## src/rtl/cpu_phase_pkg.sv

```systemverilog
// cpu_phase_pkg
//   Shared state encoding and phase-count constants for the CPU phase
//   sequencer, its datapath and its testbench.
package cpu_phase_pkg;

    localparam int PHASE_W       = 3;
    localparam int N_STATES      = 8;
    localparam int N_BUSY_PHASES = 5;

    typedef enum logic [PHASE_W-1:0] {
        ST_IDLE = 3'd0,
        ST_FT   = 3'd1,
        ST_DC   = 3'd2,
        ST_EX   = 3'd3,
        ST_MA   = 3'd4,
        ST_WB   = 3'd5,
        ST_HALT = 3'd6,
        ST_ERR  = 3'd7
    } phase_e;

endpackage

```

## src/rtl/mem_wait_timer.sv

```systemverilog
// mem_wait_timer
//   Counts consecutive non-stalled memory-wait cycles in FT or MA and flags
//   the cycle in which the TIMEOUT-th consecutive wait is being spent.
// Ports
//   clk      : rising-edge clock
//   reset    : synchronous active-high reset
//   clear    : return the count to zero (outside a wait, or when it completes)
//   count_en : this cycle is a wait cycle (busy in FT/MA, not stalled, not ready)
//   expired  : this wait cycle is the TIMEOUT-th in a row; next state is ERR
module mem_wait_timer #(
    parameter int TIMEOUT = 8
) (
    input  logic clk,
    input  logic reset,
    input  logic clear,
    input  logic count_en,
    output logic expired
);

    localparam int CW = (TIMEOUT < 2) ? 1 : $clog2(TIMEOUT);

    logic [CW-1:0] count;

    // count holds the number of wait cycles already spent; expired is a
    // combinational look-ahead so the FSM can leave on the same edge that
    // would bring the count up to TIMEOUT.
    assign expired = count_en && (count == CW'(TIMEOUT - 1));

    always_ff @(posedge clk) begin
        if (reset || clear) begin
            count <= '0;
        end else if (count_en && !expired) begin
            count <= count + CW'(1);
        end
    end

endmodule

```

## src/rtl/cpu_phase_sequencer.sv

```systemverilog
// cpu_phase_sequencer
//   Steps one instruction at a time through fetch, decode, execute, optional
//   memory access and write-back, with memory-wait timeout and halt.
// Ports
//   clk, reset          : clock, synchronous active-high reset
//   run                 : start / keep issuing instructions
//   stall               : freeze the current busy phase
//   mem_ready           : completes a wait in FT or MA
//   no_mem, no_wb       : decoder skip flags, captured in DC
//   halt_req            : go to HALT at the next retire
//   phase               : encoded current state
//   ft_en..wb_en        : one-hot phase enables
//   busy/halted/timeout_err : status decodes of the state
//   retire, retire_cnt  : completion pulse and retired-instruction count
//
// state | meaning
// IDLE  | waiting for run
// FT    | fetch, waits on mem_ready
// DC    | decode, captures no_mem / no_wb
// EX    | execute
// MA    | memory access, waits on mem_ready (HAS_MA=1 only)
// WB    | write-back, always retires
// HALT  | halted after retire with halt_req, left only by reset
// ERR   | memory-wait timeout, left only by reset
import cpu_phase_pkg::*;

module cpu_phase_sequencer #(
    parameter int HAS_MA  = 1,
    parameter int CNT_W   = 16,
    parameter int TIMEOUT = 8
) (
    input  logic             clk,
    input  logic             reset,
    input  logic             run,
    input  logic             stall,
    input  logic             mem_ready,
    input  logic             no_mem,
    input  logic             no_wb,
    input  logic             halt_req,
    output logic [2:0]       phase,
    output logic             ft_en,
    output logic             dc_en,
    output logic             ex_en,
    output logic             ma_en,
    output logic             wb_en,
    output logic             busy,
    output logic             halted,
    output logic             timeout_err,
    output logic             retire,
    output logic [CNT_W-1:0] retire_cnt
);

    phase_e           state;
    logic             no_mem_q;
    logic             no_wb_q;
    logic [CNT_W-1:0] cnt_q;

    logic   in_wait;
    logic   wait_clear;
    logic   wait_en;
    logic   expired;
    logic   go_ma;
    logic   last_phase;
    logic   retire_now;
    logic   frozen;
    phase_e after_retire;

    assign in_wait = (state == ST_FT) || (state == ST_MA);
    assign wait_en = in_wait && !stall && !mem_ready;
    // Clearing whenever a wait completes (not just on entry) keeps the count
    // at zero for MA->FT transitions that never pass through another state.
    assign wait_clear = !in_wait || (mem_ready && !stall);

    mem_wait_timer #(
        .TIMEOUT (TIMEOUT)
    ) u_wait_timer (
        .clk      (clk),
        .reset    (reset),
        .clear    (wait_clear),
        .count_en (wait_en),
        .expired  (expired)
    );

    assign go_ma = (HAS_MA != 0) && !no_mem_q;

    always_comb begin
        last_phase = 1'b0;
        case (state)
            ST_EX:   last_phase = !go_ma && no_wb_q;
            ST_MA:   last_phase = mem_ready && no_wb_q;
            ST_WB:   last_phase = 1'b1;
            default: last_phase = 1'b0;
        endcase
    end

    // Reset aborts the instruction, so the pulse is masked in a reset cycle.
    assign retire_now   = last_phase && !stall && !reset;
    assign after_retire = halt_req ? ST_HALT : (run ? ST_FT : ST_IDLE);
    assign frozen       = stall && busy;

    always_ff @(posedge clk) begin
        if (reset) begin
            state    <= ST_IDLE;
            no_mem_q <= 1'b0;
            no_wb_q  <= 1'b0;
            cnt_q    <= '0;
        end else if (!frozen) begin
            if (retire_now) begin
                cnt_q <= cnt_q + CNT_W'(1);
            end
            case (state)
                ST_IDLE: if (run) state <= ST_FT;
                ST_FT: begin
                    if (expired)        state <= ST_ERR;
                    else if (mem_ready) state <= ST_DC;
                end
                ST_DC: begin
                    state    <= ST_EX;
                    no_mem_q <= no_mem;
                    no_wb_q  <= no_wb;
                end
                ST_EX: begin
                    if (go_ma)         state <= ST_MA;
                    else if (!no_wb_q) state <= ST_WB;
                    else               state <= after_retire;
                end
                ST_MA: begin
                    if (expired)        state <= ST_ERR;
                    else if (mem_ready) state <= no_wb_q ? after_retire : ST_WB;
                end
                ST_WB:   state <= after_retire;
                default: state <= state;
            endcase
        end
    end

    assign phase       = state;
    assign ft_en       = (state == ST_FT);
    assign dc_en       = (state == ST_DC);
    assign ex_en       = (state == ST_EX);
    assign ma_en       = (HAS_MA != 0) && (state == ST_MA);
    assign wb_en       = (state == ST_WB);
    assign busy        = (state == ST_FT) || (state == ST_DC) || (state == ST_EX)
                       || (state == ST_MA) || (state == ST_WB);
    assign halted      = (state == ST_HALT);
    assign timeout_err = (state == ST_ERR);
    assign retire      = retire_now;
    assign retire_cnt  = cnt_q;

endmodule

```

## config.mk

```make
export PLATFORM = sky130hd
export DESIGN_NAME = cpu_phase_sequencer
export DESIGN_NICKNAME = d
export VERILOG_FILES = /design/src/rtl/cpu_phase_pkg.sv /design/src/rtl/mem_wait_timer.sv /design/src/rtl/cpu_phase_sequencer.sv
export SDC_FILE = /design/constraint.sdc
export NUM_CORES = 1
export LEC_CHECK = 0
export BUFFER_PORTS_ARGS = -buffer_cell sky130_fd_sc_hd__buf_2
export CELL_PAD_IN_SITES_DETAIL_PLACEMENT = 1
export CELL_PAD_IN_SITES_GLOBAL_PLACEMENT = 1
export CORE_MARGIN = 4
export CORE_UTILIZATION = 42
export DETAILED_ROUTE_END_ITERATION = 8
export GPL_TIMING_DRIVEN = 0
export PLACE_DENSITY_LB_ADDON = 0.3
export SLEW_MARGIN = 20
export SYNTH_ARGS = -nofsm -noshare
export SYNTH_HDL_FRONTEND = slang
export SYNTH_HIERARCHICAL = 1
export SYNTH_SLANG_ARGS = --single-unit
```

## constraint.sdc

```tcl
create_clock -name clk -period 4.4 [get_ports clk]
set_clock_uncertainty 0.15 [all_clocks]
set_input_delay 1.32 -clock clk [delete_from_list [all_inputs] [get_ports clk]]
set_output_delay 1.32 -clock clk [all_outputs]
set_load 0.005 [all_outputs]
```

Word level (Yosys, flattened, before mapping) --
Index checks and enable logic that the tools add are counted.
Word-level totals: bits of input ports 8, flip-flop bits (word level) 24, output and inout port bits 28
Operators by class: mux-type cells 11, equal/unequal tests 11, reductions and logical operators 27, bitwise gates (word level) 1, add/sub/neg operators 2
Operator list (number):
- two-way mux 3 bit | 8
- case mux 3 bit (6 select lines) | 1
- adder 16 x 1 -> 16 bit, second input constant | 1
- equality test 3 bit, second input constant | 5
- logical AND 1 bit | 10
- logical OR 1 bit | 7
- equality test 3 x 2 -> 1 bit, second input constant | 2
- != test 3 x 2 -> 1 bit, second input constant | 2
- nonzero test 6 bit | 1
- logical NOT 1 bit | 5
- AND reduction 5 bit | 1
- AND reduction 2 bit | 2
- adder 3 x 1 -> 3 bit, second input constant | 1
- equality test 3 x 1 -> 1 bit, second input constant | 1
- logical NOT 3 bit | 1
- case mux 1 bit (3 select lines) | 1
- != test 2 bit, second input constant | 1
- two-way mux 1 bit | 1
- NOT 1 bit | 1

Longest topological paths before layout --
word-level depth 8, mapped depth 9

Modules after synthesis --
The synthesis kept the hierarchy.
By module, submodules not included:
- cpu_phase_sequencer | times used 1, sequential area each 420.4 sq um, area each 1328.8 sq um, cells each 160
- mem_wait_timer | times used 1, sequential area each 60.1 sq um, area each 150.1 sq um, cells each 13

Worst setup path after synthesis --
Ideal clock, no wire load.
path kind input to output, start input port mem_ready, end output port retire, setup slack 820 ps, required time 2930 ps, cell stages on the path 4, buffers on the path 1, arrival time 2110 ps, path through or3b_1 > a22oi_1 > buf_2 > nor2_1
On the way: longest elaborated chain between the ends 4
Ends and longest elaborated chain:
- start: declaration | line cpu_phase_sequencer.sv:36 | input logic mem_ready,
- logical AND 1 bit | line cpu_phase_sequencer.sv:90 | ST_MA: last_phase = mem_ready && no_wb_q;
- case mux 1 bit (3 select lines) | line cpu_phase_sequencer.sv:88 | case (state)
- logical AND 1 bit (2 in a row) | line cpu_phase_sequencer.sv:97 | assign retire_now = last_phase && !stall && !reset;
- end: declaration | line cpu_phase_sequencer.sv:49 | output logic retire,
No other way between the ends.

Worst setup path in the final report --
Same ends and word-level chain as after synthesis.

==> results.toml <==
[cts]
clk_latency_ps = 320
clk_path_buf_depth = 2
cts_root_buf = "clkbuf_4"
cts_hold_buffers = 0
cts_max_level = 1
clk_pin_slew_worst_paths_ps = 130
cts_buffers = 3
cts_tree = "done"
clock_sinks = 24
post_cts_resized = 0
post_cts_buffers = 0

[global_routing]
grt_first_pass_wirelength_mm = 6.98
met3_usage_pct = 3.33
use_met2_pct = 33.1
met1_usage_pct = 26.7
overflow = 0
grt_antenna_before_repair = 0
grtUsageTotal_pct = 20.2
top_usage_layer = "met2"
grt_max_degree = 13
grt_pass1_vias = 1460

[synthesis]
ys_seq_area_share_pct = 32.5
syn_inst = 173
synth-seq-cells = 24
synth_top_cell_by_area = "dfxtp_1"
syn-cell-area_sq_mm = 0.00148
synth_enable_flop_cells = 0
yosysTopAreaCellShare_pct = 32.5
synth.area.top_cells = "dfxtp_1 (32%), a21oi_1 (5.1%), o31ai_1 (4.1%), or4_1 (4.1%), mux2i_1 (2.7%)"
synth_top_flop_cell = "dfxtp_1"
synth_nets = 184
yosys_warnings = 6
async_flop_share_pct = 0
post-synth-top-count-cell = "dfxtp_1"
synth_area_per_cell_sq_um = 8.55
synth_common_cells = "dfxtp_1 (24), a21oi_1 (15)"
ys_types = 52

[drt]
dr.pass1.iters = 4
wire_per_inst_um = 16.0
routed_via_density = 6.01
num_vias = 1545
routed_wl_mm = 4.12
antenna_left = 0
drt_iter0_markers = 110
drc = 0

[floorplanning]
std_cell_rows = 21
die-area_sq_mm = 0.00453
die_x_um = 67.3
die_height_um = 67.3
io_pins = 36
start_util_pct = 44.0
core_area_sq_mm = 0.00336

[setup_path]
slowest_stage = "or3b_1"
worstSetupEndpointType = "primary output"
arrival_ps = 2510
crit_path_frequent_cell = "buf_2"
path_cells = "buf_2 > or3b_1 > a22oi_1 > buf_2 > nor2_1 > buf_2"
cpLargestDelayFamily = "buffers and inverters"
crit_buf_inv = 3
crit_required_ps = 2930
critPathMaxStageDelay_ps = 350
path_class = "in2out"
start_kind = "input pin"
path_max_fanout = 10

[job]
cap_violations = 0

[final_layout]
area_delta_synth_final_pct = 17.3
num_antenna_cells = 0
final_nets = 224
final_util_pct = 51.6
fin_cells = 257
drive_gt1_share_pct = 23.7

[placed_design]
io_buffers = 35
hpwl_mm = 3.20
gp_congestion = 0.911
dp_cells = 254

[timing]
finalHoldViolCount = 0
fin_crit_sh_pct = 90.5
fin_setup_tns_ps = 0
setup_violations = 0
fmax_mhz = 251
rsz0062_at_grt = "false"
max_slew_margin_pct = 61.1
hold_slack_ps = 356
slew_violations = 0
worstMarginPinSlew_ps = 582
min_period_ps = 3980

[run_status]
run_status = "completed"

[worst_hold_path]
holdCritPathClass = "reg2reg"

[power]
vdd_drop_max_v = 0.000204
power.total_uw = 408
power.leakage_nw = 0.686
cellPowerDensity_mw_per_mm2 = 235
[final timing paths]
kind              slack [ps]                     endpoint                         from  cells past startpoint
setup / recovery         420                       retire                    mem_ready                      6
hold / removal           360  retire_cnt[15]$_SDFFE_PP0P_  retire_cnt[15]$_SDFFE_PP0P_                      2
setup reg to reg        1600        phase[0]$_SDFFE_PP0P_        phase[0]$_SDFFE_PP0P_                      8
hold reg to reg          360  retire_cnt[15]$_SDFFE_PP0P_  retire_cnt[15]$_SDFFE_PP0P_                      2
[layout make-up]
type,count,area [sq um]
Buffer,14,73.8
Clock buffer,3,22.5
Fill cell,445,1630
Inverter,5,18.8
Multi-Input combinational cell,130,906
Sequential cell,24,480
Tap cell,46,57.6
Timing Repair Buffer,35,175
[cell families (layout without fill, tap and decap cells)]
family	count (synthesis)	in the layout	synth area share [%]
XOR/XNOR	1	1	0.592
AND/OR/NAND/NOR	67	67	27.8
AO/OA/AOI/OAI	52	52	25.3
flip-flops	24	24	32.5
buffers and inverters	19	57	6.26
adder cells (fa/ha/maj)	3	3	2.54
multiplexers	7	7	4.99
[cells in the final DEF (no fill, tap or decap), types with 2 or more instances in the layout]
| master | synthesis | layout |
|---|---|---|
| o21ai_1 | 2 | 2 |
| buf_2 | 2 | 37 |
| o311ai_1 | 2 | 2 |
| nand3_1 | 5 | 5 |
| dfxtp_1 | 24 | 24 |
| o41ai_1 | 4 | 4 |
| buf_6 | 2 | 2 |
| and4_1 | 2 | 2 |
| nor2b_1 | 3 | 3 |
| nand2b_1 | 4 | 4 |
| a21oi_1 | 15 | 15 |
| o22ai_1 | 3 | 3 |
| and3_1 | 2 | 2 |
| mux2_1 | 2 | 2 |
| nand4_1 | 3 | 3 |
| o21ai_0 | 2 | 2 |
| nor3b_1 | 5 | 5 |
| and2_1 | 2 | 2 |
| or3_1 | 3 | 3 |
| a311oi_1 | 2 | 2 |
| clkbuf_4 | 0 | 3 |
| clkbuf_1 | 8 | 8 |
| o31ai_1 | 8 | 8 |
| o311ai_0 | 2 | 2 |
| nor2_1 | 8 | 8 |
| mux2i_1 | 4 | 4 |
| and3b_1 | 2 | 2 |
| nor3_1 | 6 | 6 |
| or4_1 | 8 | 8 |
| inv_1 | 5 | 5 |
| ha_1 | 3 | 3 |
| o2111ai_2 | 2 | 2 |
| nand2_1 | 8 | 8 |
[tightest hold or removal path, delay by kind of cell (launching register included)]
family	cells	cell delay, ps
AO/OA/AOI/OAI	2	130
flip-flops	1	350
[metal layers]
metal / up-vias / wire length (um)
met3: 4 / 175
met1: 755 / 1900
met2: 32 / 2000
li1: 754 / -
met5: - / 0
met4: 0 / 50
[flip-flops by register name, summed over array words and instances (netlist names)]
| name | cells |
|---|---|
| phase | 3 |
| u_wait_timer/count | 3 |
| no_wb_q | 1 |
| no_mem_q | 1 |
| retire_cnt | 16 |
[metrics by stage]
| step | area (sq um) | worst slack, ps |
|---|---|---|
| final | 1730 | 419 |
| after global routing | 1730 | 335 |
| after CTS | 1730 | 415 |
| after detailed placement | 1710 | 418 |
| after global placement | 1710 | 419 |
| after floorplan | 1480 | 820 |
[where the power goes]
part           total [mW]  leakage, nW  internal [mW]  switching (mW)
Sequential          0.227        0.194          0.221         0.00550
Combinational      0.0806        0.478         0.0314          0.0493
Clock               0.100       0.0138         0.0321          0.0682
Total               0.408        0.686          0.285           0.123
(Power assumes the default switching activity.)
